--- config.mk ---
export PLATFORM = sky130hd
export DESIGN_NAME = relogio_johnson_decoder
export DESIGN_NICKNAME = d
export VERILOG_FILES = /design/src/rtl/relogio_pkg.sv /design/src/rtl/relogio_johnson_decoder_onehot10_dec.sv /design/src/rtl/relogio_johnson_decoder.sv
export SDC_FILE = /design/constraint.sdc
export NUM_CORES = 1
export LEC_CHECK = 0
export ABC_AREA = 1
export BUFFER_PORTS_ARGS = -buffer_cell sky130_fd_sc_hd__buf_2
export CORE_MARGIN = 2
export CORE_UTILIZATION = 62
export CTS_CLUSTER_SIZE = 8
export DETAILED_ROUTE_END_ITERATION = 7
export PLACE_DENSITY = 0.8
export SYNTH_ARGS = -nofsm -noshare
export SYNTH_HDL_FRONTEND = slang
export SYNTH_HIERARCHICAL = 1
export SYNTH_SLANG_ARGS = --single-unit
--- constraint.sdc ---
create_clock -name clk -period 7.5 [get_ports clk]
set_input_delay 0.375 -clock clk [delete_from_list [all_inputs] [get_ports clk]]
set_output_delay 0.375 -clock clk [all_outputs]
set_load 0.1 [all_outputs]
--- src/rtl/relogio_pkg.sv ---
`default_nettype none
// ============================================================================
//  Module  : relogio_pkg
//  Purpose : Shared constants, digit slot indices, continuity FSM state type
//            and a time-of-day successor helper for relogio_johnson_decoder.
//  Ports   : none (package)
//  Revision: 1.0  initial release
// ============================================================================
package relogio_pkg;

  localparam int SEC_PER_DAY    = 86400;
  localparam int H1_MAX         = 2;
  localparam int H0_MAX_AT_H1_2 = 3;
  localparam int M1_MAX         = 5;
  localparam int S1_MAX         = 5;
  localparam int TOD_W          = 17;

  localparam int NUM_DIG        = 6;
  localparam int DIG_W          = 4;
  localparam int OH_W           = 10;

  // Slot order inside the packed digit vectors; H1 is the top slot so that
  // the five full-width digits occupy a contiguous low range.
  localparam int DIG_S0 = 0;
  localparam int DIG_S1 = 1;
  localparam int DIG_M0 = 2;
  localparam int DIG_M1 = 3;
  localparam int DIG_H0 = 4;
  localparam int DIG_H1 = 5;

  typedef enum logic [0:0] {
    ST_UNLOCKED = 1'b0,
    ST_LOCKED   = 1'b1
  } cont_state_t;

  // Next second of the day, wrapping the last second back to midnight.
  function automatic logic [TOD_W-1:0] tod_next(input logic [TOD_W-1:0] i_t);
    return (i_t == TOD_W'(SEC_PER_DAY - 1)) ? '0 : i_t + TOD_W'(1);
  endfunction

endpackage
`default_nettype wire

--- src/rtl/relogio_johnson_decoder_onehot10_dec.sv ---
`default_nettype none
// ============================================================================
//  Module  : onehot10_dec
//  Purpose : Maps a 10-bit one-hot digit vector to its 4-bit index and a
//            validity bit (exactly one bit set). Invalid vectors decode to 0.
//  Ports   : i_oh    [9:0] one-hot digit vector
//            o_idx   [3:0] decoded digit value (0 when not valid)
//            o_valid       exactly one bit of i_oh is set
//  Revision: 1.0  initial release
// ============================================================================
module onehot10_dec
  import relogio_pkg::*;
(
  input  logic [OH_W-1:0]  i_oh,
  output logic [DIG_W-1:0] o_idx,
  output logic             o_valid
);

  logic [DIG_W-1:0] w_cnt;
  logic [DIG_W-1:0] w_idx;

  always_comb begin
    w_cnt = '0;
    w_idx = '0;
    for (int k = 0; k < OH_W; k++) begin
      if (i_oh[k]) begin
        w_cnt = w_cnt + DIG_W'(1);
        w_idx = DIG_W'(k);
      end
    end
  end

  assign o_valid = (w_cnt == DIG_W'(1));
  assign o_idx   = o_valid ? w_idx : '0;

endmodule
`default_nettype wire

--- src/rtl/relogio_johnson_decoder.sv ---
`default_nettype none
// ============================================================================
//  Module  : relogio_johnson_decoder
//  Purpose : Decodes six one-hot clock digits (HH:MM:SS) into BCD digits and
//            seconds-since-midnight, flags one-hot/range errors, optionally
//            checks second-to-second continuity, and counts bad samples.
//            Fixed 2-cycle latency, one sample per cycle.
//  Config  : RELOGIO_CONTINUITY_CHECK_EN - when defined, builds the
//            continuity FSM (err_seq, locked); otherwise both are tied low.
//  Ports   : clk, reset (async, active-high)
//            in_valid, h1_oh..s0_oh [9:0]   sample input
//            out_valid                       one-cycle result qualifier
//            h1 [1:0], h0/m1/m0/s1/s0 [3:0]  decoded digits
//            tod_sec [16:0]                  seconds since midnight
//            err_onehot, err_range, err_seq  error flags
//            err_cnt [ERR_CNT_W-1:0]         saturating error count
//            locked                          continuity FSM holds a reference
//  Revision: 1.0  initial release
// ============================================================================
module relogio_johnson_decoder
  import relogio_pkg::*;
#(
  parameter int ERR_CNT_W = 8
) (
  input  logic                 clk,
  input  logic                 reset,
  input  logic                 in_valid,
  input  logic [9:0]           h1_oh,
  input  logic [9:0]           h0_oh,
  input  logic [9:0]           m1_oh,
  input  logic [9:0]           m0_oh,
  input  logic [9:0]           s1_oh,
  input  logic [9:0]           s0_oh,
  output logic                 out_valid,
  output logic [1:0]           h1,
  output logic [3:0]           h0,
  output logic [3:0]           m1,
  output logic [3:0]           m0,
  output logic [3:0]           s1,
  output logic [3:0]           s0,
  output logic [16:0]          tod_sec,
  output logic                 err_onehot,
  output logic                 err_range,
  output logic                 err_seq,
  output logic [ERR_CNT_W-1:0] err_cnt,
  output logic                 locked
);

  // --------------------------------------------------------------------------
  // One-hot decode (combinational, ahead of stage 1)
  // --------------------------------------------------------------------------
  logic [NUM_DIG-1:0][OH_W-1:0]  w_oh;
  logic [NUM_DIG-1:0][DIG_W-1:0] w_idx;
  logic [NUM_DIG-1:0]            w_ohv;

  assign w_oh[DIG_H1] = h1_oh;
  assign w_oh[DIG_H0] = h0_oh;
  assign w_oh[DIG_M1] = m1_oh;
  assign w_oh[DIG_M0] = m0_oh;
  assign w_oh[DIG_S1] = s1_oh;
  assign w_oh[DIG_S0] = s0_oh;

  generate
    for (genvar g = 0; g < NUM_DIG; g++) begin : g_dec
      onehot10_dec u_dec (
        .i_oh    (w_oh[g]),
        .o_idx   (w_idx[g]),
        .o_valid (w_ohv[g])
      );
    end
  endgenerate

  // --------------------------------------------------------------------------
  // Stage 1 registers: digit index + per-digit one-hot validity
  // --------------------------------------------------------------------------
  logic                          r_s1_valid;
  logic [NUM_DIG-1:0][DIG_W-1:0] r_s1_idx;
  logic [NUM_DIG-1:0]            r_s1_ohv;

  // --------------------------------------------------------------------------
  // Stage 2 combinational: error classification and seconds-of-day
  // --------------------------------------------------------------------------
  logic             w_err_oh;
  logic             w_err_rng;
  logic [TOD_W-1:0] w_hr;
  logic [TOD_W-1:0] w_mn;
  logic [TOD_W-1:0] w_sc;
  logic [TOD_W-1:0] w_tod_raw;

  assign w_err_oh = ~(&r_s1_ohv);

  // Only digits that decoded cleanly take part in range checks; an invalid
  // digit is already reported through err_onehot.
  assign w_err_rng =
      (r_s1_ohv[DIG_H1] && (r_s1_idx[DIG_H1] > DIG_W'(H1_MAX)))
   || (r_s1_ohv[DIG_H1] && r_s1_ohv[DIG_H0]
       && (r_s1_idx[DIG_H1] == DIG_W'(H1_MAX))
       && (r_s1_idx[DIG_H0] > DIG_W'(H0_MAX_AT_H1_2)))
   || (r_s1_ohv[DIG_M1] && (r_s1_idx[DIG_M1] > DIG_W'(M1_MAX)))
   || (r_s1_ohv[DIG_S1] && (r_s1_idx[DIG_S1] > DIG_W'(S1_MAX)));

  assign w_hr = TOD_W'(r_s1_idx[DIG_H1]) * TOD_W'(10) + TOD_W'(r_s1_idx[DIG_H0]);
  assign w_mn = TOD_W'(r_s1_idx[DIG_M1]) * TOD_W'(10) + TOD_W'(r_s1_idx[DIG_M0]);
  assign w_sc = TOD_W'(r_s1_idx[DIG_S1]) * TOD_W'(10) + TOD_W'(r_s1_idx[DIG_S0]);
  // Raw value may exceed a day for out-of-range inputs; it is zeroed then.
  assign w_tod_raw = w_hr * TOD_W'(3600) + w_mn * TOD_W'(60) + w_sc;

  // Stage 2 registers. H1 is truncated to its 2-bit output width here.
  logic                          r_s2_valid;
  logic [1:0]                    r_s2_h1;
  logic [NUM_DIG-2:0][DIG_W-1:0] r_s2_dig;
  logic                          r_s2_err_oh;
  logic                          r_s2_err_rng;
  logic [TOD_W-1:0]              r_s2_tod;

  // --------------------------------------------------------------------------
  // Continuity check (evaluates the sample leaving stage 2)
  // --------------------------------------------------------------------------
  logic w_s2_err;
  logic w_err_seq;
  logic w_locked;

  assign w_s2_err = r_s2_err_oh | r_s2_err_rng;

`ifdef RELOGIO_CONTINUITY_CHECK_EN
  cont_state_t      r_state;
  cont_state_t      w_state_nxt;
  logic [TOD_W-1:0] r_prev;
  logic [TOD_W-1:0] w_prev_nxt;

  always_ff @(posedge clk or posedge reset) begin
    if (reset) begin
      r_state <= ST_UNLOCKED;
      r_prev  <= '0;
    end else begin
      r_state <= w_state_nxt;
      r_prev  <= w_prev_nxt;
    end
  end

  always_comb begin
    w_state_nxt = r_state;
    w_prev_nxt  = r_prev;
    w_err_seq   = 1'b0;
    if (r_s2_valid) begin
      if (w_s2_err) begin
        w_state_nxt = ST_UNLOCKED;
      end else begin
        case (r_state)
          ST_UNLOCKED: ;
          ST_LOCKED:   w_err_seq = (r_s2_tod != tod_next(r_prev));
          default:     ;
        endcase
        w_prev_nxt  = r_s2_tod;
        w_state_nxt = ST_LOCKED;
      end
    end
  end

  assign w_locked = (r_state == ST_LOCKED);
`else
  assign w_err_seq = 1'b0;
  assign w_locked  = 1'b0;
`endif

  // --------------------------------------------------------------------------
  // Pipeline and output registers
  // --------------------------------------------------------------------------
  logic                          r_out_valid;
  logic [1:0]                    r_out_h1;
  logic [NUM_DIG-2:0][DIG_W-1:0] r_out_dig;
  logic [TOD_W-1:0]              r_out_tod;
  logic                          r_err_oh;
  logic                          r_err_rng;
  logic                          r_err_seq;
  logic [ERR_CNT_W-1:0]          r_err_cnt;
  logic                          w_any_err;

  assign w_any_err = w_s2_err | w_err_seq;

  always_ff @(posedge clk or posedge reset) begin
    if (reset) begin
      r_s1_valid   <= 1'b0;
      r_s1_idx     <= '0;
      r_s1_ohv     <= '0;
      r_s2_valid   <= 1'b0;
      r_s2_h1      <= '0;
      r_s2_dig     <= '0;
      r_s2_err_oh  <= 1'b0;
      r_s2_err_rng <= 1'b0;
      r_s2_tod     <= '0;
      r_out_valid  <= 1'b0;
      r_out_h1     <= '0;
      r_out_dig    <= '0;
      r_out_tod    <= '0;
      r_err_oh     <= 1'b0;
      r_err_rng    <= 1'b0;
      r_err_seq    <= 1'b0;
      r_err_cnt    <= '0;
    end else begin
      r_s1_valid <= in_valid;
      if (in_valid) begin
        r_s1_idx <= w_idx;
        r_s1_ohv <= w_ohv;
      end

      r_s2_valid <= r_s1_valid;
      if (r_s1_valid) begin
        r_s2_h1      <= r_s1_idx[DIG_H1][1:0];
        r_s2_dig     <= r_s1_idx[NUM_DIG-2:0];
        r_s2_err_oh  <= w_err_oh;
        r_s2_err_rng <= w_err_rng;
        r_s2_tod     <= (w_err_oh || w_err_rng) ? '0 : w_tod_raw;
      end

      r_out_valid <= r_s2_valid;
      if (r_s2_valid) begin
        r_out_h1  <= r_s2_h1;
        r_out_dig <= r_s2_dig;
        r_out_tod <= r_s2_tod;
        r_err_oh  <= r_s2_err_oh;
        r_err_rng <= r_s2_err_rng;
        r_err_seq <= w_err_seq;
        if (w_any_err && (r_err_cnt != '1)) begin
          r_err_cnt <= r_err_cnt + ERR_CNT_W'(1);
        end
      end
    end
  end

  assign out_valid  = r_out_valid;
  assign h1         = r_out_h1;
  assign h0         = r_out_dig[DIG_H0];
  assign m1         = r_out_dig[DIG_M1];
  assign m0         = r_out_dig[DIG_M0];
  assign s1         = r_out_dig[DIG_S1];
  assign s0         = r_out_dig[DIG_S0];
  assign tod_sec    = r_out_tod;
  assign err_onehot = r_err_oh;
  assign err_range  = r_err_rng;
  assign err_seq    = r_err_seq;
  assign err_cnt    = r_err_cnt;
  assign locked     = w_locked;

endmodule
`default_nettype wire

==> flow_metrics.py, run 1 <==
metrics = {
    "status": {
        "status": "finished clean",
    },
    "place": {
        "portBuffers": 112,
        "placed_area_sq_um": 14600,
        "gp_congestion": 0.911,
        "place_worst_setup_slack_ns": 1.50,
        "dp_hpwl_mm": 24.1,
    },
    "route": {
        "ant_nets": 0,
        "first_pass_iters": 5,
        "wire_per_inst_um": 12.7,
        "viasPerCell": 5.22,
        "drt_wl_total_mm": 29.6,
        "drcViolationCount": 0,
        "vias": 12200,
        "drt_iter0_markers": 607,
    },
    "cts": {
        "cts-htree-levels": 4,
        "cts_root_buf": "clkbuf_16",
        "clk_pin_slew_ns": 0.06,
        "post_cts_buffers": 0,
        "cts_hold_buf": 0,
        "cts_tree": "built",
        "clock_latency_ns": 0.42,
        "cts_buffers": 17,
        "cts_resized": 0,
        "cts.sinks": 123,
        "clockBufferDepth": 2,
    },
    "sta": {
        "finalSetupViolCount": 0,
        "slew_headroom_pct": 40.4,
        "whs_ns": 0.0380,
        "max_clock_freq_mhz": 164,
        "min_period_ns": 6.09,
        "hold_viol": 0,
        "drv_slew": 0,
        "fin_crit_sh_pct": 81.2,
        "rsz0062_at_grt": "false",
        "skew_ns": 0.00601,
        "worst_pin_slew_ns": 0.886,
        "fin_tns_setup_ns": 0,
        "fin_ws_ns": 1.41,
    },
    "floorplanning": {
        "die_height_um": 153,
        "die_w_um": 153,
        "start_util_pct": 63.1,
        "num_rows": 54,
        "coreArea_sq_um": 21800,
        "ios": 115,
        "die_area_sq_um": 23300,
    },
    "yosys": {
        "yosysSeqAreaShare_pct": 22.4,
        "ys_types": 41,
        "synth_area_leaders": "dfrtp_1 (22%), nand2_1 (13%), ha_1 (12%)",
        "synth_area_sq_um": 13700,
        "avgSynthCellArea_sq_um": 7.08,
        "synthCells": 1939,
        "async_flop_share_pct": 100,
        "yosys_warnings": 6,
        "yosysMostFrequentCell": "nand2_1",
        "ys.flop_type": "dfrtp_1",
        "synth_top_cell_by_area": "dfrtp_1",
        "yosysTopAreaCellShare_pct": 22.4,
        "synth-edff-count": 0,
        "synth_seq_cells": 123,
        "synthTopCellsByCount": "nand2_1 (474), inv_1 (336), nand3_1 (169), nor2_1 (142), ha_1 (137)",
    },
    "worst_setup_path": {
        "crit_arrival_ns": 6.40,
        "critical-path-top-delay-family": "adder cells",
        "worstReg2RegStart": "r_s1_idx[14]$_DFFE_PP0P_",
        "rrSetupSlack_ns": 1.41,
        "crit_type": "reg -> reg",
        "reg2regPathDepth": 30,
        "crit_buf_inv": 3,
        "cp_max_fo": 6,
        "r2r_end": "r_s2_tod[15]$_DFFE_PP0P_",
        "critPathLaunch": "r_s1_idx[14]$_DFFE_PP0P_",
        "cp-start-kind": "flop",
        "crit_slowest_cell": "fa_1",
        "crit_required_ns": 7.81,
        "crit_path_frequent_cell": "nand2_1",
        "end_kind": "flop",
        "cp_slowest_stage_delay_ns": 0.53,
    },
    "finish": {
        "diodes": 0,
        "area_delta_synth_final_pct": 9.96,
        "stdcell_area_sq_um": 15100,
        "fillCellCount": 1884,
        "layout-drive-gt1-share_pct": 19.8,
        "finalNetCount": 2281,
    },
    "pwr": {
        "powerDensity_nw_per_um2": 277,
        "power_leakage_uw": 0.00874,
        "peakVddDrop_mv": 0.245,
        "p_total_uw": 4170,
    },
    "global_route": {
        "grt_antenna_before_repair": 0,
        "grt_max_degree": 72,
        "grt_overflow": 0,
        "grt_pass1_wl_mm": 52.0,
        "grt_usage_pct": 26.2,
        "grt_pass1_vias": 11700,
    },
    "hold_path": {
        "hold_path.class": "in -> async",
    },
    "run": {
        "max_cap_viol_count": 0,
    },
}
==> cell usage in the layout (no fill, tap or decap), types with 7 or more instances in the layout <==
master | synthesis | layout
inv_2 | 20 | 20
nor2_2 | 18 | 18
nand2_4 | 36 | 36
nand3_1 | 169 | 169
nand3_4 | 30 | 30
mux2_2 | 17 | 17
o21ai_0 | 78 | 78
buf_2 | 1 | 112
xnor2_1 | 20 | 20
inv_1 | 336 | 335
ha_1 | 137 | 137
dfrtp_1 | 123 | 122
nand3_2 | 54 | 54
fa_1 | 30 | 30
or2_2 | 18 | 18
a21oi_1 | 80 | 80
nand2_1 | 474 | 474
o21ai_1 | 7 | 7
nand2_2 | 69 | 69
xor2_1 | 15 | 15
clkbuf_16 | 0 | 17
nor2_1 | 142 | 142
o22ai_1 | 11 | 11
==> how the worst max path moves through the flow <==
stage                          endpoint  slack [ns]  cells past startpoint
5_1_grt        r_s2_tod[15]$_DFFE_PP0P_        0.96                     30
2_1_floorplan  r_s2_tod[16]$_DFFE_PP0P_        2.03                     30
3_5_place_dp   r_s2_tod[15]$_DFFE_PP0P_        1.50                     30
4_1_cts        r_s2_tod[15]$_DFFE_PP0P_        1.43                     30
3_3_place_gp   r_s2_tod[15]$_DFFE_PP0P_        1.71                     30
6_report       r_s2_tod[15]$_DFFE_PP0P_        1.41                     30
==> cell families (layout without fill, tap and decap cells) <==
logic type,count (synthesis),in the layout,synth area share (%)
AND/OR/NAND/NOR,1026,1026,39.3
XOR/XNOR,37,37,2.47
AO/OA/AOI/OAI,183,183,6.90
other,1,2,0.0273
buffers and inverters,385,506,10.6
flip-flops,123,123,22.4
multiplexers,17,17,1.40
adder cells (fa/ha/maj),167,167,16.9
==> per-stage QoR <==
step	util [%]	cells
4_1_cts	69.3	2341
3_3_place_gp	66.9	2312
3_5_place_dp	66.9	2312
6_report	69.3	2341
2_1_floorplan	-	1940
5_1_grt	69.3	2341
==> report_power, final <==
group / switching (uW) / internal [uW] / total [uW] / leakage, uW
logic: 1710 / 877 / 2590 / 0.00687
registers: 88.2 / 755 / 844 / 0.00162
clock network: 296 / 442 / 738 / 0.000251
==> registers in the layout, indices dropped and copies added, names as in the netlist, 4 cells and up <==
register / count
r_s2_tod: 17
tod_sec: 17
s0: 4
m0: 4
m1: 4
h0: 4
r_s1_idx: 24
err_cnt: 8
r_s2_dig: 20
r_s1_ohv: 6
s1: 4
==> layer usage <==
metal	track usage, %	vias up	share of wire [%]
li1	-	6335	-
met4	7.54	0	2.1
met1	33.4	5565	45
met5	0	-	0
met2	46.6	274	49
met3	3.27	51	4.0
==> layout make-up <==
class,instances,area (sq um),area share [%]
Timing Repair Buffer,115,583,3.86
Clock inverter,6,42.5,0.282
Multi-Input combinational cell,1432,9190,60.9
Clock buffer,23,478,3.17
Tap cell,280,350,2.32
Sequential cell,123,3080,20.4
Inverter,362,1360,9.02
(Power assumes the default switching activity.)
==> inputs of run 2 (changes only) <==
Settings changed: ABC_AREA 1 to 0, CORE_UTILIZATION 62 to 56, PLACE_DENSITY 0.8 to 0.77.
Clock period 7.5 ns to 5.1 ns, I/O delays scaled along.
==> run 2 against run 1 <==
Net effect: the run now ends with setup timing left; area after synthesis fell by 5.3%; clock skew rose by 0.0053 ns; first-iteration DRC count fell by 11%; global-route usage barely moved; critical path depth fell by 7; combinational power rose to 3.7 times the previous value; via count fell by 6.0%; largest power group unchanged.
==> flow_metrics.py, run 2 <==
metrics = {
    "floorplanning": {
        "num_rows": 55,
        "die_height_um": 156,
        "ios": 115,
        "die_area_sq_um": 24400,
        "die_w_um": 156,
        "coreArea_sq_um": 22700,
        "start_util_pct": 57.2,
    },
    "global_route": {
        "grt_util_met1_pct": 31.0,
        "grt_pass1_vias": 11400,
        "grt_pass1_wl_mm": 52.7,
        "grt_max_degree": 65,
        "grt_antenna_before_repair": 0,
        "grt_overflow": 0,
        "use_met2_pct": 48.6,
        "met3_usage_pct": 3.63,
        "busiest_layer": "met2",
        "grt_usage_pct": 26.2,
    },
    "yosys": {
        "yosysSeqAreaShare_pct": 23.7,
        "ys_types": 77,
        "yosys_warnings": 6,
        "synth_top_cell_by_area": "dfrtp_1",
        "ys.flop_type": "dfrtp_1",
        "synth_area_leaders": "dfrtp_1 (24%), ha_1 (13%), mux2_2 (8.3%)",
        "synth-edff-count": 0,
        "synth_area_sq_um": 13000,
        "synthTopCellsByCount": "ha_1 (137), dfrtp_1 (123), inv_1 (113), nand2_1 (110), mux2_2 (96)",
        "yosysTopAreaCellShare_pct": 23.7,
        "async_flop_share_pct": 100,
        "avgSynthCellArea_sq_um": 9.47,
        "synthCells": 1373,
        "synth_seq_cells": 123,
        "yosysMostFrequentCell": "ha_1",
    },
    "hold_path": {
        "hold_path.class": "in -> reg",
    },
    "place": {
        "placed_area_sq_um": 15900,
        "dp_hpwl_mm": 23.6,
        "gp_congestion": 0.866,
        "portBuffers": 112,
        "place_worst_setup_slack_ns": -0.543,
    },
    "sta": {
        "fin_ws_ns": -0.187,
        "slew_headroom_pct": 30.7,
        "fin_tns_setup_ns": -0.728,
        "max_clock_freq_mhz": 189,
        "worst_pin_slew_ns": 1.04,
        "finalSetupViolCount": 7,
        "hold_viol": 0,
        "fin_crit_sh_pct": 104,
        "min_period_ns": 5.29,
        "drv_slew": 0,
        "rsz0062_at_grt": "true",
        "skew_ns": 0.0113,
    },
    "pwr": {
        "peakVddDrop_mv": 0.633,
        "power_leakage_uw": 0.00873,
        "powerDensity_nw_per_um2": 685,
    },
    "route": {
        "drt_wl_total_mm": 34.4,
        "ant_nets": 0,
        "vias": 11500,
        "drcViolationCount": 0,
        "wire_per_inst_um": 17.3,
        "first_pass_iters": 5,
        "drt_iter0_markers": 538,
        "viasPerCell": 5.78,
    },
    "worst_setup_path": {
        "crit_buf_inv": 6,
        "rrSetupSlack_ns": -0.19,
        "cp_slowest_stage_delay_ns": 0.56,
        "crit_slowest_cell": "fa_2",
        "crit_chain": "ha_4 > inv_2 > fa_2 > inv_2 > fa_1 > inv_1 > fa_1 > inv_1 > ha_1 > a21o_1 > a21oi_2 > buf_4 > xnor2_4 > fa_1 > inv_2 > ha_4 > o21a_1 > o21a_1 > o211ai_1 > nor2_1 > o31ai_4 > xnor2_2 > o2bb2ai_1",
        "critical-path-top-delay-family": "adder cells",
        "cp-start-kind": "flop",
        "crit_arrival_ns": 5.59,
        "end_kind": "flop",
        "crit_required_ns": 5.40,
        "cp_max_fo": 3,
        "crit_type": "reg -> reg",
    },
    "cts": {
        "cts_tree": "built",
        "clockBufferDepth": 2,
        "clk_pin_slew_ns": 0.06,
        "cts_root_buf": "clkbuf_16",
        "cts-htree-levels": 4,
        "cts.sinks": 123,
        "cts_buffers": 17,
        "clock_latency_ns": 0.43,
    },
    "finish": {
        "largest_reg_flops": 24,
        "area_delta_synth_final_pct": 38.9,
        "final_common_cell": "buf_4",
        "diodes": 0,
        "layout-drive-gt1-share_pct": 46.8,
        "fillCellCount": 1372,
        "stdcell_area_sq_um": 18100,
        "finalNetCount": 1921,
        "reg_top3": "r_s1_idx (24), r_s2_dig (20)",
        "mostFrequentLayoutCells": "buf_4 (238), dfrtp_1 (118), buf_2 (101), ha_1 (85), inv_1 (80)",
        "regMostFlops": "r_s1_idx",
    },
    "status": {
        "violations": "setup timing",
        "status": "finished, violations left",
    },
    "run": {
        "max_cap_viol_count": 0,
    },
}
## run 2: kinds of logic after synthesis
group / Yosys count / share of synthesized area [%]
mux: 109 / 9.32
fa+ha+maj: 167 / 17.8
compound gates: 295 / 16.6
buf+inv: 179 / 5.82
flops: 123 / 23.7
other cells: 1 / 0.0288
xor+xnor: 151 / 13.4
simple gates: 348 / 13.3
## run 2: final timing paths
| path | from | endpoint | cells past startpoint |
|---|---|---|---|
| worst max-delay path | r_s1_idx[12]$_DFFE_PP0P_ | r_s2_tod[16]$_DFFE_PP0P_ | 23 |
| worst min-delay path | s1_oh[9] | r_s1_idx[4]$_DFFE_PP0P_ | 4 |
| worst max register to register | r_s1_idx[12]$_DFFE_PP0P_ | r_s2_tod[16]$_DFFE_PP0P_ | 23 |
| worst min register to register | err_cnt[5]$_DFFE_PP0P_ | err_cnt[5]$_DFFE_PP0P_ | 1 |
| max in group asynchronous | reset | r_s1_idx[21]$_DFFE_PP0P_ | 4 |
| min in group asynchronous | reset | err_range$_DFFE_PP0P_ | 3 |
## run 2: final cells by class
type,count,area (sq um),area share [%]
clock buffers,21,460,2.55
clock inverters,11,159,0.880
inverters,121,532,2.94
multi-input cells,1072,11000,60.7
flip-flops and latches,123,3080,17.1
well taps,285,357,1.97
repair buffers,356,2500,13.8
## run 2: metal layers
layer / vias up / routed length [um] / share of wire, %
li1: 5539 / - / -
met4: 0 / 865 / 2.5
met3: 75 / 1270 / 3.7
met1: 5654 / 14100 / 41
met2: 228 / 18200 / 53
met5: - / 0 / 0
## run 2: worst register-to-register path: cells and delay by family, from the launching register on
family | cells | cell delay (ns)
buffers and inverters | 6 | 0.39
xor gates and xnor gates | 2 | 0.22
and+or+nand+nor | 1 | 0.12
DFF | 1 | 0.43
adders and majority gates | 7 | 2.78
AOI/OAI and AO/OA | 7 | 1.23
## run 2: through the flow
step                hold slack, ns  power (uW)  std cells  utilization (%)
finish                       0.364       12400       1989             79.5
global route                 0.389       13300       1989             79.5
CTS                          0.344       11300       1951             74.2
detailed placement           0.443        9330       1911             70.0
global placement             0.434        9050       1911             70.0
floorplan                    0.286        6860       1374                -
## run 2: report_power, final
part	internal, uW	switching (uW)
combinational	4690	5020
sequential	1180	222
clock	800	459
total	6670	5700
## run 2: repair_timing
action,CTS,global route
endpoints found under the setup margin,15,38
buffers inserted,7,39
hold endpoints to repair,63,0
hold buffers,1,0
pin swaps,39,112
resized for setup,44,187
